## src/rtl/mem_arb_pkg.sv

```systemverilog
// Shared definitions for the two-port memory arbiter.
//   MEM_* : memory command encodings (also the legal request commands)
//   state_e : arbiter FSM states
//   AW_DEF/DW_DEF : default address/data widths
package mem_arb_pkg;
  localparam int AW_DEF = 9;
  localparam int DW_DEF = 16;

  localparam logic [1:0] MEM_NONE  = 2'b00;
  localparam logic [1:0] MEM_READ  = 2'b01;
  localparam logic [1:0] MEM_WRITE = 2'b10;

  typedef enum logic [1:0] {
    ST_IDLE,
    ST_ISSUE,
    ST_RESP
  } state_e;

  function automatic logic cmd_legal(input logic [1:0] c);
    return (c == MEM_READ) || (c == MEM_WRITE);
  endfunction
endpackage

```

## src/rtl/mem_arb_rr_sel.sv

```systemverilog
// Two-way round-robin picker, purely combinational.
//   req0/req1 : requests from port 0 / port 1
//   last      : port granted most recently (0 or 1)
//   pick      : one-hot winner (pick[i] = port i), zero when no request
module mem_arb_rr_sel (
  input  logic       req0,
  input  logic       req1,
  input  logic       last,
  output logic [1:0] pick
);
  // On a tie the port that was not granted last wins.
  assign pick[0] = req0 & (~req1 | last);
  assign pick[1] = req1 & (~req0 | ~last);
endmodule

```

## src/rtl/mem_port_arbiter.sv

```systemverilog
// Two-port memory arbiter: instruction-fetch port 0 and data port 1 share one
// memory. One access at a time: IDLE (grant) -> ISSUE (memory command) ->
// RESP (done/err, read data capture).
//   clk, reset          : clock, synchronous active-high reset
//   reqN/cmdN/addrN/wdataN : port N request (hold req until doneN)
//   gntN/doneN/errN     : one-cycle pulses back to port N
//   rdata               : read data, valid on a read's done cycle, then held
//   mem_cmd/addr/wdata  : memory command bus, mem_rdata returns one cycle later
module mem_port_arbiter
  import mem_arb_pkg::*;
#(
  parameter int AW = AW_DEF,
  parameter int DW = DW_DEF
) (
  input  logic          clk,
  input  logic          reset,
  input  logic          req0,
  input  logic          req1,
  input  logic [1:0]    cmd0,
  input  logic [1:0]    cmd1,
  input  logic [AW-1:0] addr0,
  input  logic [AW-1:0] addr1,
  input  logic [DW-1:0] wdata0,
  input  logic [DW-1:0] wdata1,
  output logic          gnt0,
  output logic          gnt1,
  output logic          done0,
  output logic          done1,
  output logic          err0,
  output logic          err1,
  output logic [DW-1:0] rdata,
  output logic [1:0]    mem_cmd,
  output logic [AW-1:0] mem_addr,
  output logic [DW-1:0] mem_wdata,
  input  logic [DW-1:0] mem_rdata
);
  state_e        state_q, state_d;
  logic          last_q, last_d;   // port granted most recently
  logic          win_q, win_d;     // port owning the current access
  logic [1:0]    cmd_q, cmd_d;
  logic [AW-1:0] addr_q, addr_d;
  logic [DW-1:0] wdata_q, wdata_d;
  logic [DW-1:0] rdata_q, rdata_d;
  logic [1:0]    pick;

  mem_arb_rr_sel u_rr (
    .req0 (req0),
    .req1 (req1),
    .last (last_q),
    .pick (pick)
  );

  always_ff @(posedge clk) begin
    if (reset) begin
      state_q <= ST_IDLE;
      last_q  <= 1'b1;  // port 0 wins the first tie
      win_q   <= 1'b0;
      cmd_q   <= MEM_NONE;
      addr_q  <= '0;
      wdata_q <= '0;
      rdata_q <= '0;
    end else begin
      state_q <= state_d;
      last_q  <= last_d;
      win_q   <= win_d;
      cmd_q   <= cmd_d;
      addr_q  <= addr_d;
      wdata_q <= wdata_d;
      rdata_q <= rdata_d;
    end
  end

  always_comb begin
    state_d = state_q;
    last_d  = last_q;
    win_d   = win_q;
    cmd_d   = cmd_q;
    addr_d  = addr_q;
    wdata_d = wdata_q;
    rdata_d = rdata_q;
    gnt0    = 1'b0;
    gnt1    = 1'b0;
    done0   = 1'b0;
    done1   = 1'b0;
    err0    = 1'b0;
    err1    = 1'b0;
    mem_cmd = MEM_NONE;
    rdata   = rdata_q;

    case (state_q)
      ST_IDLE: begin
        if (|pick) begin
          gnt0    = pick[0];
          gnt1    = pick[1];
          win_d   = pick[1];
          last_d  = pick[1];
          cmd_d   = pick[1] ? cmd1   : cmd0;
          addr_d  = pick[1] ? addr1  : addr0;
          wdata_d = pick[1] ? wdata1 : wdata0;
          state_d = ST_ISSUE;
        end
      end
      ST_ISSUE: begin
        mem_cmd = cmd_legal(cmd_q) ? cmd_q : MEM_NONE;
        state_d = ST_RESP;
      end
      ST_RESP: begin
        done0 = ~win_q;
        done1 = win_q;
        err0  = ~win_q & ~cmd_legal(cmd_q);
        err1  = win_q & ~cmd_legal(cmd_q);
        // Read data is passed straight through on the done cycle and kept
        // in rdata_q for the cycles after it.
        if (cmd_q == MEM_READ) begin
          rdata_d = mem_rdata;
          rdata   = mem_rdata;
        end
        state_d = ST_IDLE;
      end
      default: state_d = ST_IDLE;
    endcase

    // A reset cycle aborts whatever is in flight: no pulses, bus quiet.
    if (reset) begin
      gnt0    = 1'b0;
      gnt1    = 1'b0;
      done0   = 1'b0;
      done1   = 1'b0;
      err0    = 1'b0;
      err1    = 1'b0;
      mem_cmd = MEM_NONE;
      rdata   = '0;
    end
  end

  assign mem_addr  = reset ? '0 : addr_q;
  assign mem_wdata = reset ? '0 : wdata_q;
endmodule
```

## config.mk

```make
export PLATFORM = sky130hd
export DESIGN_NAME = mem_port_arbiter
export DESIGN_NICKNAME = d
export VERILOG_FILES = /design/src/rtl/mem_arb_pkg.sv /design/src/rtl/mem_arb_rr_sel.sv /design/src/rtl/mem_port_arbiter.sv
export SDC_FILE = /design/constraint.sdc
export NUM_CORES = 1
export LEC_CHECK = 0
export ABC_AREA = 1
export BUFFER_PORTS_ARGS = -buffer_cell sky130_fd_sc_hd__buf_2
export CAP_MARGIN = 30
export CORE_MARGIN = 1.5
export CORE_UTILIZATION = 46
export DETAILED_ROUTE_END_ITERATION = 10
export PLACE_DENSITY = 0.87
export SETUP_SLACK_MARGIN = 0.02
export SKIP_LAST_GASP = 1
export SLEW_MARGIN = 20
export SYNTH_ARGS = -nofsm -noshare
export SYNTH_HDL_FRONTEND = slang
export SYNTH_SLANG_ARGS = --single-unit
```

## constraint.sdc

```tcl
create_clock -name clk -period 1.6 [get_ports clk]
set_input_delay 0.24 -clock clk [delete_from_list [all_inputs] [get_ports clk]]
set_output_delay 0.24 -clock clk [all_outputs]
set_load 0.02 [all_outputs]
```

Word-level counts from Yosys, hierarchy flattened
Index checks and enable logic that the tools add are counted.
W data, S select, Z words.

word-level totals
  register bits = 47
  word-level logic and storage cells = 54

cells by class
  equal/unequal tests = 5
  muxes and demuxes = 27
  bitwise operators = 11
  reduce and logical (&&, ||, !) cells = 4

operators by type and width
  kind                  number
  $mux W16              5
  $mux W9               2
  $mux W1               14
  $mux W2               5
  $not A1 Y1            5
  $and A1 B1 Y1         4
  $eq A2 B1 Y1 const B  2
  $eq A2 B2 Y1 const B  2
  $pmux W2 S2           1
  $logic_not A2 Y1      1
  $ne A2 B2 Y1 const B  1
  $or A1 B1 Y1          2
  $reduce_and A2 Y1     1
  $reduce_or A2 Y1      1
  $logic_or A1 B1 Y1    1

Logic depth before layout (Yosys ltp)
Gate-level depths: netlist of the first run.

  depth in word-level cells = 7
  mapped depth = 8
  mapped depth without buffers = 7

Cells and area by module
From an unflattened synthesis of the first run, not the netlist that was laid out.

unflattened totals
  cells, all modules = 475
  area total of the unflattened synthesis = 2,691.3 sq um

by module, submodules not included
  module            times used  cells an instance  area each (sq um)  sequential area each (sq um)
  mem_port_arbiter  1           471                2,663.8            940.9
  mem_arb_rr_sel    1           4                  27.5               0.0

Worst setup path before layout of the first run
No wires, ideal clock.

  path type = register to output
  from = register cmd_q[0]
  to = output port err0
  arrival = 1.353 ns
  required time = 1.360 ns
  path slack = 0.007 ns
  cell stages (with the launch flop) = 5
  buffers on the path = 0
  path through = dfxtp_1 -> inv_1 -> ha_1 -> inv_1 -> nor4_1

between the ends
  word-level cells in the longest chain between the ends = 6

ends and longest elaborated chain
  what                                          line                     RTL
  start, declared                               mem_port_arbiter.sv:40   logic [1:0] cmd_q, cmd_d;
  start signal, assigned                        mem_port_arbiter.sv:66   cmd_q <= cmd_d;
  $eq A2 B1 Y1 or $eq A2 B2 Y1 (tied branches)  mem_arb_pkg.sv:20        return (c == MEM_READ) || (c == MEM_WRITE);
  $logic_or A1 B1 Y1 (*)                        mem_arb_pkg.sv:20
  $not A1 Y1 (*)                                mem_port_arbiter.sv:110  err0 = ~win_q & ~cmd_legal(cmd_q);
  $and A1 B1 Y1 (*)                             mem_port_arbiter.sv:110
  $mux W1 (*)                                   mem_port_arbiter.sv:90   case (state_q)
  $mux W1 (*)                                   mem_port_arbiter.sv:124  if (reset) begin
  end, declared                                 mem_port_arbiter.sv:29   output logic err0,

Every way passes the cells marked *; elsewhere a longest branch is shown, timed or not.

Worst setup path after layout of the first run
  from = register cmd_q[1]
  to = output port rdata[8]

between the ends
  word-level cells in the longest chain between the ends = 4

ends and longest elaborated chain
  what                    line                     RTL
  $eq A2 B1 Y1            mem_port_arbiter.sv:114  if (cmd_q == MEM_READ) begin
  $mux W16                mem_port_arbiter.sv:114
  $mux W16 (2 in series)  -
  end, declared           mem_port_arbiter.sv:31   output logic [DW-1:0] rdata,

Every way passes these cells.

==> impl_metrics.json, run 1 <==
{
  "clockBufferDepth": 2,
  "grt_pass1_vias": 2547,
  "worst_pin_slew_ns": 0.4915,
  "die_h_um": 76.30,
  "grt_start_max_net_pins": 27,
  "syn_nets": 444,
  "initial_core_util_pct": 48.08,
  "clock_latency_ns": 0.30,
  "pin_count": 123,
  "numPortBuffers": 122,
  "hold_violations": 0,
  "leakage_nw": 1.947,
  "synth_cells": 368,
  "fin_crit_sh_pct": 112.5,
  "ys_async_sr_fraction_pct": 0,
  "synth_seq_cells": 47,
  "ys.flop_type": "dfxtp_1",
  "r2r-start": "state_q[1]",
  "antenna_cells": 0,
  "drv_cap": 0,
  "syn_avg_cell_area_um2": 6.715,
  "die-area_um2": 5821,
  "drt-total-wl_um": 6844,
  "rsz0062_at_grt": "yes",
  "ys_seq_area_share_pct": 38.08,
  "cp_max_fo": 8,
  "fmax_mhz": 555.3,
  "dr.pass1.iters": 4,
  "slew_viol_final": 0,
  "die_w_um": 76.30,
  "synth_top_area_share_pct": 38.08,
  "htreeDepth": 2,
  "place_hpwl_um": 4643,
  "yosysUniqueCellTypes": 26,
  "power_density_nw_per_um2": 825.4,
  "area_growth_syn_to_layout_pct": 44.10,
  "outcome": "finished with violations",
  "required_ns": 1.36,
  "num_rows": 26,
  "num_vias": 2703,
  "yosysMostFrequentCell": "nand2_1",
  "numCtsBuffers": 5,
  "core_area_um2": 5140,
  "synth_common_cells": "nand2_1, inv_1, nor2_1",
  "yosys_warnings": 0,
  "cts_tree": "built",
  "hp-class": "in -> reg",
  "end_kind": "output port",
  "grt_usage_pct": 23.36,
  "setup_viol": 19,
  "yosys.area.top_type": "dfxtp_1",
  "drt-wirelength-per-cell_um": 11.92,
  "route.detailed.drc": 0,
  "grt_pass1_wl_um": 11250,
  "nFillCells": 439,
  "antenna_found_initial": 0,
  "clock-root-buffer": "clkbuf_8",
  "synth_area_leaders": "dfxtp_1, nand2_1, inv_1",
  "violations": "negative setup slack",
  "hold_slack_ns": 0.1869,
  "period_minus_slack_ns": 1.801,
  "via_per_inst": 4.709,
  "criticalPathCategory": "reg -> out",
  "clk_pin_slew_ns": 0.10,
  "relSlewSlack_pct": 67.11,
  "final_util_pct": 69.28,
  "fin_skew_ns": 0.01303,
  "drive_gt1_share_pct": 39.48,
  "final.setup.worst_slack_ns": -0.2007,
  "post-place-ws_ns": -0.03140,
  "drtIter0Drc": 87,
  "worstHoldStart": "mem_rdata[13]",
  "synth_edf_count": 0,
  "cts.sinks": 47,
  "start_kind": "flip-flop",
  "crit_arrival_ns": 1.56,
  "ant_nets": 0,
  "startpoint": "cmd_q[1]",
  "synth_area_um2": 2471,
  "overflow": 0,
  "gp_congestion": 0.7911,
  "peakVddDrop_uv": 652.9,
  "ctsHoldBuffers": 0,
  "nets": 579
}
## flip-flops by register name, indices dropped and copies added (netlist names)
signal and flops:
wdata_q 16, rdata_q 16, cmd_q 2, state_q 2, last_q 1, addr_q 9, win_q 1
## area by class of cell
type / instances / area (um2) / area share [%]
clock inverters: 3 / 43.79 / 1.230
repair buffers: 144 / 829.5 / 23.30
repair inverters: 1 / 11.26 / 0.3162
inverters: 62 / 247.7 / 6.957
well taps: 70 / 87.58 / 2.460
flip-flops and latches: 47 / 953.4 / 26.77
multi-input cells: 242 / 1319 / 37.03
clock buffers: 5 / 68.82 / 1.933
## critical path, stage by stage (launching register included)
cell     delay (ns)
dfxtp_2        0.34
inv_2          0.07
ha_4           0.14
inv_6          0.05
nor2_8         0.23
inv_8          0.09
nor2_1         0.10
nor2_1         0.06
buf_2          0.16
## layout by cell type, fill, tap and decap left out, types with 2 or more instances in the layout
master / count
buf_2: 105
nand2_1: 86
inv_1: 56
nor2_1: 47
dfxtp_1: 43
buf_4: 36
nand3_1: 29
nand3b_1: 25
o21ai_0: 13
nor2_2: 11
nor2_4: 11
o21ai_2: 5
clkbuf_8: 5
inv_2: 3
dfxtp_4: 3
buf_6: 3
inv_8: 2
nor3_1: 2
nand2_4: 2
## per-layer routing
metal / track usage, % / vias up / wire, um
met5: 0 / - / 0
li1: - / 1395 / -
met3: 4.910 / 16 / 481
met2: 40.09 / 131 / 3279
met4: 9.444 / 0 / 155
met1: 28.37 / 1161 / 2928
## path summary, 6_finish.rpt
path | end | slack [ns] | depth (start not counted)
hold reg to reg | wdata_q[9] | 0.52 | 4
hold / removal | rdata_q[13] | 0.19 | 3
setup reg to reg | wdata_q[11] | 0.07 | 7
setup / recovery | rdata[8] | -0.20 | 8
## kinds of logic after synthesis
| family | synth area share (%) |
|---|---|
| fa+ha+maj | 1.012 |
| flops | 38.08 |
| compound gates | 4.202 |
| simple gates | 41.57 |
| buf+inv | 15.14 |
## metrics by stage
step	power, mW	cells	TNS [ns]	instance area (um2)
after floorplan	1.743	368	0	2471
after global placement	1.939	550	0	3105
after detailed placement	1.958	550	-0.1183	3105
after CTS	2.872	564	-2.532	3401
after global routing	3.101	574	-4.511	3561
final	2.939	574	-3.183	3561
## power breakdown
part | switching [mW] | internal, mW | total, mW
Sequential | 0.0390 | 1.26 | 1.30
Clock | 0.410 | 0.465 | 0.876
Combinational | 0.455 | 0.305 | 0.760
## timing repair
| action | 4_1_cts | 5_1_grt |
|---|---|---|
| setup buffers | 3 | 9 |
| pin swaps | 6 | 5 |
| gates cloned | 3 | 1 |
| setup endpoints to repair | 19 | 47 |
| gates resized for setup | 48 | 24 |
Note: power is estimated with default switching activity, not from simulation.
==> inputs of run 2 (changes only) <==
--- a/config.mk
+++ b/config.mk
@@ -8,8 +8,9 @@
 export ABC_AREA = 1
 export BUFFER_PORTS_ARGS = -buffer_cell sky130_fd_sc_hd__buf_2
 export CAP_MARGIN = 30
-export CORE_MARGIN = 1.5
+export CORE_MARGIN = 4
 export CORE_UTILIZATION = 46
+export CTS_CLUSTER_SIZE = 16
 export DETAILED_ROUTE_END_ITERATION = 10
 export PLACE_DENSITY = 0.87
 export SETUP_SLACK_MARGIN = 0.02
@@ -18,3 +19,4 @@
 export SYNTH_ARGS = -nofsm -noshare
 export SYNTH_HDL_FRONTEND = slang
 export SYNTH_SLANG_ARGS = --single-unit
+export TNS_END_PERCENT = 10
==> run 2 against run 1 <==
  * The flow still finishes with violations (negative setup slack)
  * Largest power group unchanged
  * Sequential share of layout area rose by 1.5 points
  * Via count fell by 1.4%
  * Core utilization fell by 4.5 points
  * Cell count fell by 1.0%
  * Total power fell by 11%
  * Combinational power fell by 9.1%
  * Clock power fell by 27%
  * Sequential power barely moved
  * Non-clock buffer count fell by 3
  * Largest cell class unchanged
==> impl_metrics.json, run 2 (synthesis gave the netlist of run 1 again) <==
{
  "final.setup.worst_slack_ns": -0.1649,
  "drt-wirelength-per-cell_um": 11.60,
  "area_growth_syn_to_layout_pct": 35.59,
  "relSlewSlack_pct": 68.49,
  "die-area_um2": 6609,
  "die_h_um": 81.30,
  "crit_arrival_ns": 1.52,
  "hp-class": "in -> reg",
  "required_ns": 1.36,
  "place_inst": 552,
  "criticalPathCategory": "reg -> out",
  "rsz0062_at_grt": "yes",
  "dr.pass1.iters": 4,
  "pin_count": 123,
  "r2r_slack_ns": 0.33,
  "grt_pass1_vias": 2271,
  "cp_max_fo": 8,
  "stdcell_area_um2": 3351,
  "antenna_cells": 0,
  "fin_skew_ns": 0.004730,
  "hold_violations": 0,
  "nFillCells": 459,
  "clockBufferDepth": 2,
  "grt_usage_pct": 18.85,
  "fin_crit_sh_pct": 110.3,
  "clock_latency_ns": 0.28,
  "drive_gt1_share_pct": 35.54,
  "htreeDepth": 2,
  "leakage_nw": 1.891,
  "initial_core_util_pct": 47.77,
  "largest_registers": "rdata_q (16), wdata_q (16), addr_q (9)",
  "grt_pass1_wl_um": 9929,
  "antenna_found_initial": 0,
  "ant_nets": 0,
  "gp_congestion": 0.8103,
  "num_vias": 2664,
  "setup_viol": 18,
  "core_area_um2": 5172,
  "overflow": 0,
  "crit_slowest_cell": "dfxtp_2",
  "period_minus_slack_ns": 1.765,
  "via_per_inst": 4.690,
  "drtIter0Drc": 122,
  "power_density_nw_per_um2": 784.4,
  "worst_pin_slew_ns": 0.4726,
  "drv_cap": 0,
  "slew_viol_final": 0,
  "numCtsBuffers": 5,
  "fmax_mhz": 566.6,
  "power_mw": 2.628,
  "final_common_cell": "buf_2",
  "route.detailed.drc": 0,
  "cts_tree": "built",
  "cp_top_family": "simple AND/OR/NAND/NOR gates",
  "path_buf_inv": 3,
  "stdcell_count": 568,
  "outcome": "finished with violations",
  "die_w_um": 81.30,
  "violations": "negative setup slack",
  "clock-root-buffer": "clkbuf_8",
  "end_kind": "output port",
  "num_rows": 26,
  "start_kind": "flip-flop",
  "place_area_um2": 3124,
  "worstPathCellList": "inv_2, ha_4, inv_6, nor2_4, o21ai_1, nor2_1, buf_4",
  "numPortBuffers": 122,
  "cp_slowest_stage_delay_ns": 0.33,
  "nets": 575,
  "cts.sinks": 47,
  "clk_pin_slew_ns": 0.08,
  "grt_start_max_net_pins": 31,
  "drt-total-wl_um": 6587,
  "layout_common_cells": "buf_2, nand2_1, inv_1, nor2_1, dfxtp_1",
  "peakVddDrop_uv": 459.8,
  "place_hpwl_um": 4819
}
## run 2: worst reg2reg max path: stages (launching register included)
cell and delay [ns]:
dfxtp_2 0.33, inv_2 0.07, ha_4 0.14, inv_6 0.05, nor2_4 0.21, inv_8 0.08, nor2_1 0.09, nor2_1 0.07
buf_4 0.13
## run 2: per-stage QoR
stage	TNS (ns)	hold slack (ns)	setup WS, ns	utilization (%)
after global placement	0	0.4916	0.03654	60.18
after detailed placement	-0.2014	0.5018	-0.03655	60.40
final	-2.305	0.2183	-0.1649	64.78
after CTS	-2.569	0.2047	-0.1802	63.76
after floorplan	0	0.4309	0.006933	-
after global routing	-4.177	0.2196	-0.2827	64.78
## run 2: routing by layer
metal	up-vias	global-route usage, %	wire [um]
met5	-	0	0
met3	6	4.656	469
met4	0	4.899	51
li1	1378	-	-
met1	1187	22.34	2889
met2	93	33.63	3177
## run 2: worst paths after layout
kind,start,to,cells after the start
setup / recovery,cmd_q[1],rdata[1],7
hold / removal,mem_rdata[4],rdata_q[4],3
setup reg to reg,cmd_q[1],rdata_q[9],8
hold reg to reg,win_q,win_q,2
## run 2: final cells by class
cell class                 count  area, um2  area share [%]
multi-input combinational    241       1206           36.00
tap                           70      87.58           2.614
timing repair inverter         1      6.256          0.1867
sequential                    47      945.9           28.23
inverter                      62      245.2           7.319
clock buffer                   6      72.57           2.166
timing repair buffer         141      787.0           23.49
## run 2: report_power, final
group | leakage (nW) | switching (mW) | internal (mW)
Sequential | 0.387 | 0.0360 | 1.27
Clock | 0.0371 | 0.344 | 0.292
Combinational | 1.47 | 0.417 | 0.274
## run 2: what timing repair did
item | in CTS | in global routing
cloned | 3 | 0
setup buffers | 3 | 4
setup endpoints to repair | 18 | 22
pin swaps | 7 | 8
hold buffers | 0 | 0
gates resized for setup | 25 | 11
